===== src/rtl/sipo_rx_if.sv =====
// Bundle for the sipo_rx serial input, parallel valid/ready output and status.
// The DUT takes the slave modport; the driving side takes master.
interface sipo_rx_if #(
    parameter int unsigned WIDTH = 16
) ();
    localparam int unsigned CntW = $clog2(WIDTH);

    logic             clr;
    logic             sin_valid;
    logic             sin;
    logic [WIDTH-1:0] pout;
    logic             pout_valid;
    logic             pout_ready;
    logic             busy;
    logic [CntW-1:0]  bit_cnt;
    logic             overrun;

    modport master (
        output clr, sin_valid, sin, pout_ready,
        input  pout, pout_valid, busy, bit_cnt, overrun
    );

    modport slave (
        input  clr, sin_valid, sin, pout_ready,
        output pout, pout_valid, busy, bit_cnt, overrun
    );
endinterface


===== src/rtl/sipo_rx.sv =====
// MSB-first serial-in/parallel-out receiver with a valid/ready holding register
// and a sticky overrun flag for words lost to backpressure.
module sipo_rx #(
    parameter int unsigned WIDTH = 16
) (
    input  logic      clk,
    input  logic      rst_n,
    sipo_rx_if.slave  bus
);
    localparam int unsigned CntW = $clog2(WIDTH);
    localparam logic [CntW-1:0] LastCnt = CntW'(WIDTH - 1);

    typedef enum logic {StIdle, StShift} state_e;

    state_e           state_q, state_d;
    logic [WIDTH-1:0] sreg_q, sreg_d;
    logic [CntW-1:0]  cnt_q, cnt_d;
    logic [WIDTH-1:0] pout_q, pout_d;
    logic             pout_valid_q, pout_valid_d;
    logic             overrun_q, overrun_d;

    logic [WIDTH-1:0] word;
    logic             last_bit;
    logic             complete;
    logic             accept;

    assign word     = {sreg_q[WIDTH-2:0], bus.sin};
    assign last_bit = (state_q == StShift) && (cnt_q == LastCnt);
    assign complete = bus.sin_valid && last_bit;
    assign accept   = pout_valid_q && bus.pout_ready;

    always_ff @(posedge clk) begin
        if (!rst_n) begin
            state_q      <= StIdle;
            sreg_q       <= '0;
            cnt_q        <= '0;
            pout_q       <= '0;
            pout_valid_q <= 1'b0;
            overrun_q    <= 1'b0;
        end else begin
            state_q      <= state_d;
            sreg_q       <= sreg_d;
            cnt_q        <= cnt_d;
            pout_q       <= pout_d;
            pout_valid_q <= pout_valid_d;
            overrun_q    <= overrun_d;
        end
    end

    always_comb begin
        state_d = state_q;
        unique case (state_q)
            StIdle:  if (bus.sin_valid) state_d = StShift;
            StShift: if (complete)      state_d = StIdle;
            default: state_d = StIdle;
        endcase
        if (bus.clr) state_d = StIdle;
    end

    always_comb begin
        sreg_d       = sreg_q;
        cnt_d        = cnt_q;
        pout_d       = pout_q;
        pout_valid_d = pout_valid_q;
        overrun_d    = overrun_q;

        if (bus.sin_valid) begin
            sreg_d = word;
            cnt_d  = last_bit ? '0 : cnt_q + 1'b1;
        end

        // A completing word may replace the held one only if it leaves this edge.
        if (complete) begin
            if (!pout_valid_q || accept) begin
                pout_d       = word;
                pout_valid_d = 1'b1;
            end else begin
                overrun_d = 1'b1;
            end
        end else if (accept) begin
            pout_valid_d = 1'b0;
        end

        if (bus.clr) begin
            sreg_d       = '0;
            cnt_d        = '0;
            pout_d       = '0;
            pout_valid_d = 1'b0;
            overrun_d    = 1'b0;
        end
    end

    always_comb begin
        bus.pout       = pout_q;
        bus.pout_valid = pout_valid_q;
        bus.busy       = (state_q == StShift);
        bus.bit_cnt    = cnt_q;
        bus.overrun    = overrun_q;
    end
endmodule


===== src/flat_wrapper.sv =====
// flat-port wrapper written by rule: the top's interface ports become plain ports
module sipo_rx_flat 
#(
    parameter int unsigned WIDTH = 16
)
  (clk, rst_n, bus_clr, bus_sin_valid, bus_sin, bus_pout_ready, bus_pout, bus_pout_valid, bus_busy, bus_bit_cnt, bus_overrun);
  sipo_rx_if #(.WIDTH(WIDTH)) bus_i ();
  input  logic clk;
  input  logic rst_n;
  input wire logic [$bits(bus_i.clr)-1:0] bus_clr;
  input wire logic [$bits(bus_i.sin_valid)-1:0] bus_sin_valid;
  input wire logic [$bits(bus_i.sin)-1:0] bus_sin;
  input wire logic [$bits(bus_i.pout_ready)-1:0] bus_pout_ready;
  output wire logic [$bits(bus_i.pout)-1:0] bus_pout;
  output wire logic [$bits(bus_i.pout_valid)-1:0] bus_pout_valid;
  output wire logic [$bits(bus_i.busy)-1:0] bus_busy;
  output wire logic [$bits(bus_i.bit_cnt)-1:0] bus_bit_cnt;
  output wire logic [$bits(bus_i.overrun)-1:0] bus_overrun;
  assign bus_i.clr = bus_clr;
  assign bus_i.sin_valid = bus_sin_valid;
  assign bus_i.sin = bus_sin;
  assign bus_i.pout_ready = bus_pout_ready;
  assign bus_pout = bus_i.pout;
  assign bus_pout_valid = bus_i.pout_valid;
  assign bus_busy = bus_i.busy;
  assign bus_bit_cnt = bus_i.bit_cnt;
  assign bus_overrun = bus_i.overrun;
  sipo_rx #(.WIDTH(WIDTH)) u_core (.clk(clk), .rst_n(rst_n), .bus(bus_i));
endmodule

===== config.mk =====
export PLATFORM = sky130hd
export DESIGN_NAME = sipo_rx_flat
export DESIGN_NICKNAME = d
export VERILOG_FILES = /design/src/rtl/sipo_rx_if.sv /design/src/rtl/sipo_rx.sv /design/src/flat_wrapper.sv
export SDC_FILE = /design/constraint.sdc
export NUM_CORES = 1
export LEC_CHECK = 0
export BUFFER_PORTS_ARGS = -buffer_cell sky130_fd_sc_hd__clkbuf_2
export CAP_MARGIN = 5
export CORE_ASPECT_RATIO = 0.9
export CORE_MARGIN = 5
export CORE_UTILIZATION = 40
export CTS_CLUSTER_DIAMETER = 80
export DETAILED_ROUTE_END_ITERATION = 8
export SYNTH_ARGS = -nofsm -noshare
export SYNTH_HDL_FRONTEND = slang
export SYNTH_SLANG_ARGS = --single-unit

===== constraint.sdc =====
create_clock -name clk -period 2.6 [get_ports clk]
set_input_delay 0.26 -clock clk [delete_from_list [all_inputs] [get_ports clk]]
set_output_delay 0.26 -clock clk [all_outputs]
set_load 0.03 [all_outputs]

# Word level (Yosys, flattened, before mapping)
# Cells that the tools add are included.
# word_totals
out_inout_bits	23
ff_bits	38
word_cells	29
# op_classes
n_eq_ne	2
n_bitwise	3
mux	7
n_reduce_logical	10
n_addsub	1
# ops
cell	n
AND reduction 2 bit	3
2-to-1 mux 1 bit	5
adder 4 x 1 -> 4 bit (second input constant)	1
== test 4 bit (second input constant)	1
2-to-1 mux 4 bit	1
logical AND 1 bit	3
NOT 1 bit	3
!= test 2 bit (second input constant)	1
one-hot mux 1 bit (2 select lines)	1
nonzero test 2 bit	1
OR reduction 2 bit	1
logical NOT 1 bit	1
logical OR 1 bit	1

# Depth between registers and ports, before layout
# logic_depth
ltp_word	5
depth_mapped	6
depth_no_buf	4

# Least setup slack after synthesis
# Ideal clock, no wire load.
# synth_timing
path_type	register to register
from	reg u_core.cnt_q[0], in the netlist u_core.bus.bit_cnt[0]
to	reg u_core.pout_q[5], in the netlist u_core.bus.pout[5]
stages_incl_launch_ff	6
t_required_ns	2.468
slack_ns	1.041
t_arrival_ns	1.427
setup_ns	0.132
path_cell_list	dfxtp_1 > ha_1 > nand3_2 > buf_2 > o31ai_1 > a21oi_1
# synth_between
elab_chain_cells	4
# synth_lines
item	line	text
from (decl)	sipo_rx.sv:17	logic [CntW-1:0] cnt_q, cnt_d;
from (signal assigned)	sipo_rx.sv:43	cnt_q <= cnt_d;
== test 4 bit	sipo_rx.sv:28	assign last_bit = (state_q == StShift) && (cnt_q == LastCnt);
logical AND 1 bit	sipo_rx.sv:28	
logical AND 1 bit	sipo_rx.sv:29	assign complete = bus.sin_valid && last_bit;
AND reduction 2 bit (no source line)	n/a	
to (signal assigned)	sipo_rx.sv:44	pout_q <= pout_d;
to (decl)	sipo_rx.sv:18	logic [WIDTH-1:0] pout_q, pout_d;
# Every way passes these cells.
# A chain may end at the register's enable or synchronous reset.

# Worst setup path in the final report
# layout_timing
from	reg u_core.cnt_q[0], in the netlist u_core.bus.bit_cnt[0]
to	reg u_core.pout_q[1], in the netlist u_core.bus.pout[1]
# Same word-level chain as after synthesis.

==> metrics.log <==
[metrics] die span in x: 74.8 um
[metrics] post-synthesis net count: 164
[metrics] share of the yosys chip area belonging to registers: 50.3%
[metrics] count of antenna diodes in the layout: 0
[metrics] net switching fraction of the power: a little over a fifth
[metrics] Initial Util: 41.1%
[metrics] Worst R2R Start: u_core.bus.bit_cnt[0]$_SDFFE_PP0P_
[metrics] CP Cell Sequence: ha_1, and3_1, nand4_1, a21oi_1
[metrics] Critical Path Sink Type: flop
[metrics] die outline area: 5110 um^2
[metrics] Worst Setup Path Type: flop to flop
[metrics] hold violation total from the final report: 0
[metrics] sequential cell fraction of total power: 59.0%
[metrics] Max Transition Viols Final: 0
[metrics] part of the power in the clock network: 37.1%
[metrics] Resized Gates After CTS: 0
[metrics] Avg Vias per Cell: 5.34
[metrics] clock slew at the register clock pins of the worst setup and hold paths: 70 ps
[metrics] maximum capacitance violations: 0
[metrics] maximum level of the CTS H-tree: 2
[metrics] number of primary I/O pins: 29
[metrics] number of buffers created by CTS: 5
[metrics] worst-case clock buffer depth: 2
[metrics] # rows: 21
[metrics] minimum clock period after layout: 1650 ps
[metrics] Slowest cell on crit path: sky130_fd_sc_hd__and3_1
[metrics] FILL cells: 370
[metrics] required time of the critical path: 2810 ps
[metrics] final weighted congestion in routability-driven placement: just under 0.8
[metrics] distinct cell type count after synthesis: 22
[metrics] Post-Route Setup TNS: 0 ps
[metrics] First DRT Iteration DRCs: 72
[metrics] first-pass detailed-route iteration total: 4
[metrics] commonest cells after routing, fill and taps aside: sky130_fd_sc_hd__dfxtp_1, sky130_fd_sc_hd__clkbuf_2, sky130_fd_sc_hd__nor2_1
[metrics] GRT Resource Usage Total: 13.2%
[metrics] internal portion of total power: 0.000783 W
[metrics] worst slack at placement: 975 ps
[metrics] footprint of the flip-flops and latches: roughly 760 um^2
[metrics] part of the total power dissipated in combinational logic: 3.9%
[metrics] highest achievable clock rate: 607 MHz
[metrics] first element of the critical path: u_core.bus.bit_cnt[0]$_SDFFE_PP0P_
[metrics] clock tree root driver cell: sky130_fd_sc_hd__clkbuf_8
[metrics] unrepaired setup endpoints after global routing: false
[metrics] Mapped Area: ~1500 um^2
[metrics] Period Utilization, post-route: 63.4%
[metrics] wire length of the first global-routing pass: slightly above 5000 um
[metrics] Static Leakage: ~0.66 nW
[metrics] most common cell after layout, fill and taps aside: sky130_fd_sc_hd__dfxtp_1
[metrics] beginning of the worst hold path: bus_sin
[metrics] vias in the first global route: 1189
[metrics] critical path's largest stage delay: 600 ps
[metrics] number of setup violations in the final report: 0
[metrics] cell area power density: 579 nW/um^2
[metrics] sum of overflow across all layers after global routing: 0
[metrics] total core area: 3680 um^2
[metrics] worst-case hold slack: about 240 ps
[metrics] Yosys warning total: 0
[metrics] Hold Path Cell Cnt: 3
[metrics] sort of element at the start of the critical path: flop
[metrics] number of nets in the layout: 186
[metrics] Non-Filler Instances: about 230
[metrics] Tightest Pin Transition: 655 ps
[metrics] share of layout cells above drive strength 1: 20.7%
[metrics] synth-to-layout area growth: 13.5%
[metrics] TritonCTS clock tree: done
[metrics] final antenna-violating net count: 0
[metrics] half-perimeter wire length after placement: 2150 um
[metrics] least setup slack across all paths after layout: 952 ps
[metrics] number of clock sinks seen by CTS: 38
[metrics] area taken by multi-input logic gates: between 600 and 700 um^2
[metrics] mean area per synthesized cell: 9.64 um^2
[metrics] via total after detailed routing: 1202
[metrics] worst endpoint data arrival time: around 1900 ps
[metrics] FF-to-FF path depth: 4
[metrics] status: finished, final reports clean
[metrics] switching pwr: around 0.00021 W
[metrics] largest net degree at the start of global routing: 37
[metrics] routed length per placed instance: 14.4 um
[metrics] antenna violations before repair: 0
[metrics] number of hold buffers added after cts: 0
[metrics] Clock Skews: 5.48 ps
[metrics] placed insts: 218
[metrics] number of synthesized register bits: 38
[metrics] clock latency of the later-clocked register in the worst-skew pair: 280 ps
[metrics] worst min path class: input pin to flop
[metrics] worst vdd ir: 0.346 mV
[metrics] Final Routed Wirelength: 3240 um
[metrics] Synth Instances: 157
[metrics] DRC violation count after routing: 0
[metrics] largest driver fanout on the critical path: 19
[metrics] setup repair bufs after CTS: 0
[metrics] headroom to the max-slew limit: 56.3%
[metrics] number of buffer cells added on primary ports: 28
[metrics] vertical die dimension: 68.3 um
metal layers:
metal  GRT usage (%)  vias to the layer above  wire (um)
li1                -                      603          -
met3            4.11                        2        190
met2            23.8                       32       1610
met5               0                        -          0
met4            5.56                        0         17
met1            14.1                      565       1420
state kept, by name (all words and copies together), names as in the netlist:
signal,count
u_core.bus.pout,16
u_core.sreg_q,15
u_core.bus.bit_cnt,4
u_core.bus.busy,1
u_core.bus.overrun,1
u_core.bus.pout_valid,1
Yosys cell counts:
cell type                  count  share of area, %
sky130_fd_sc_hd__nand2b_1      2              0.83
sky130_fd_sc_hd__and2_1        1              0.41
sky130_fd_sc_hd__xor2_1        2               1.2
sky130_fd_sc_hd__nand2_1       2              0.50
sky130_fd_sc_hd__dfxtp_1      38                50
sky130_fd_sc_hd__buf_2         8               2.6
sky130_fd_sc_hd__nand3_2       1              0.66
sky130_fd_sc_hd__nand4_1      17               7.0
sky130_fd_sc_hd__ha_1          1              0.83
sky130_fd_sc_hd__buf_1         1              0.25
sky130_fd_sc_hd__a21o_1        1              0.50
sky130_fd_sc_hd__nor2_1       23               5.7
sky130_fd_sc_hd__xnor2_1       1              0.58
sky130_fd_sc_hd__clkbuf_1      2              0.50
sky130_fd_sc_hd__a31oi_1       1              0.41
sky130_fd_sc_hd__a21oi_1      17               5.6
sky130_fd_sc_hd__nor2b_1       1              0.41
sky130_fd_sc_hd__mux2i_1      16                11
sky130_fd_sc_hd__o31ai_1      16               7.9
sky130_fd_sc_hd__and3_1        1              0.41
sky130_fd_sc_hd__buf_6         1              0.74
sky130_fd_sc_hd__buf_4         4               2.0
layout make-up:
class                      instances  share of cell area [%]
sequential                        38                    44.3
multi-input combinational        103                    38.4
timing repair buffer              31                    9.48
clock buffer                       7                    4.45
tap                               46                    3.35
power groups by stage:
| stage | sequential, W | clock (W) | combinational, W |
|---|---|---|---|
| CTS | 0.000587 | 0.000379 | 0.0000389 |
| global placement | 0.000600 | 0 | 0.0000384 |
| finish | 0.000587 | 0.000369 | 0.0000386 |
| floorplan | 0.000603 | 0 | 0.0000248 |
| global route | 0.000587 | 0.000399 | 0.0000415 |
| detailed placement | 0.000600 | 0 | 0.0000386 |
worst max-delay path, delay by kind of cell, from the launching register on:
| family | cells | cell delay (ps) |
|---|---|---|
| adder cells (fa/ha/maj) | 1 | 230 |
| flip-flops | 1 | 390 |
| AND/OR/NAND/NOR | 2 | 770 |
| AO/OA/AOI/OAI | 1 | 180 |
cell families after synthesis:
kind of cell	after synthesis	synth area share, %
adder cells (fa/ha/maj)	1	0.827
buffers and inverters	16	6.12
multiplexers	16	10.6
XOR/XNOR	3	1.74
AND/OR/NAND/NOR	48	16.0
AO/OA/AOI/OAI	35	14.5
flip-flops	38	50.3
final timing paths:
path | end | slack [ps]
setup / recovery | u_core.bus.pout[1]$_SDFFE_PP0P_ | 950
hold / removal | u_core.bus.pout[0]$_SDFFE_PP0P_ | 240
hold reg to reg | u_core.bus.pout[3]$_SDFFE_PP0P_ | 470
setup reg to reg | u_core.bus.pout[1]$_SDFFE_PP0P_ | 950
stage by stage:
stage | cell area, um^2 | total power (W) | utilization [%]
3_5_place_dp | 1640 | 0.000639 | 44.6
6_report | 1720 | 0.000994 | 46.7
3_3_place_gp | 1640 | 0.000638 | 44.6
5_1_grt | 1720 | 0.00103 | 46.7
2_1_floorplan | 1510 | 0.000628 | -
4_1_cts | 1720 | 0.00101 | 46.7
(Power assumes the default switching activity.)
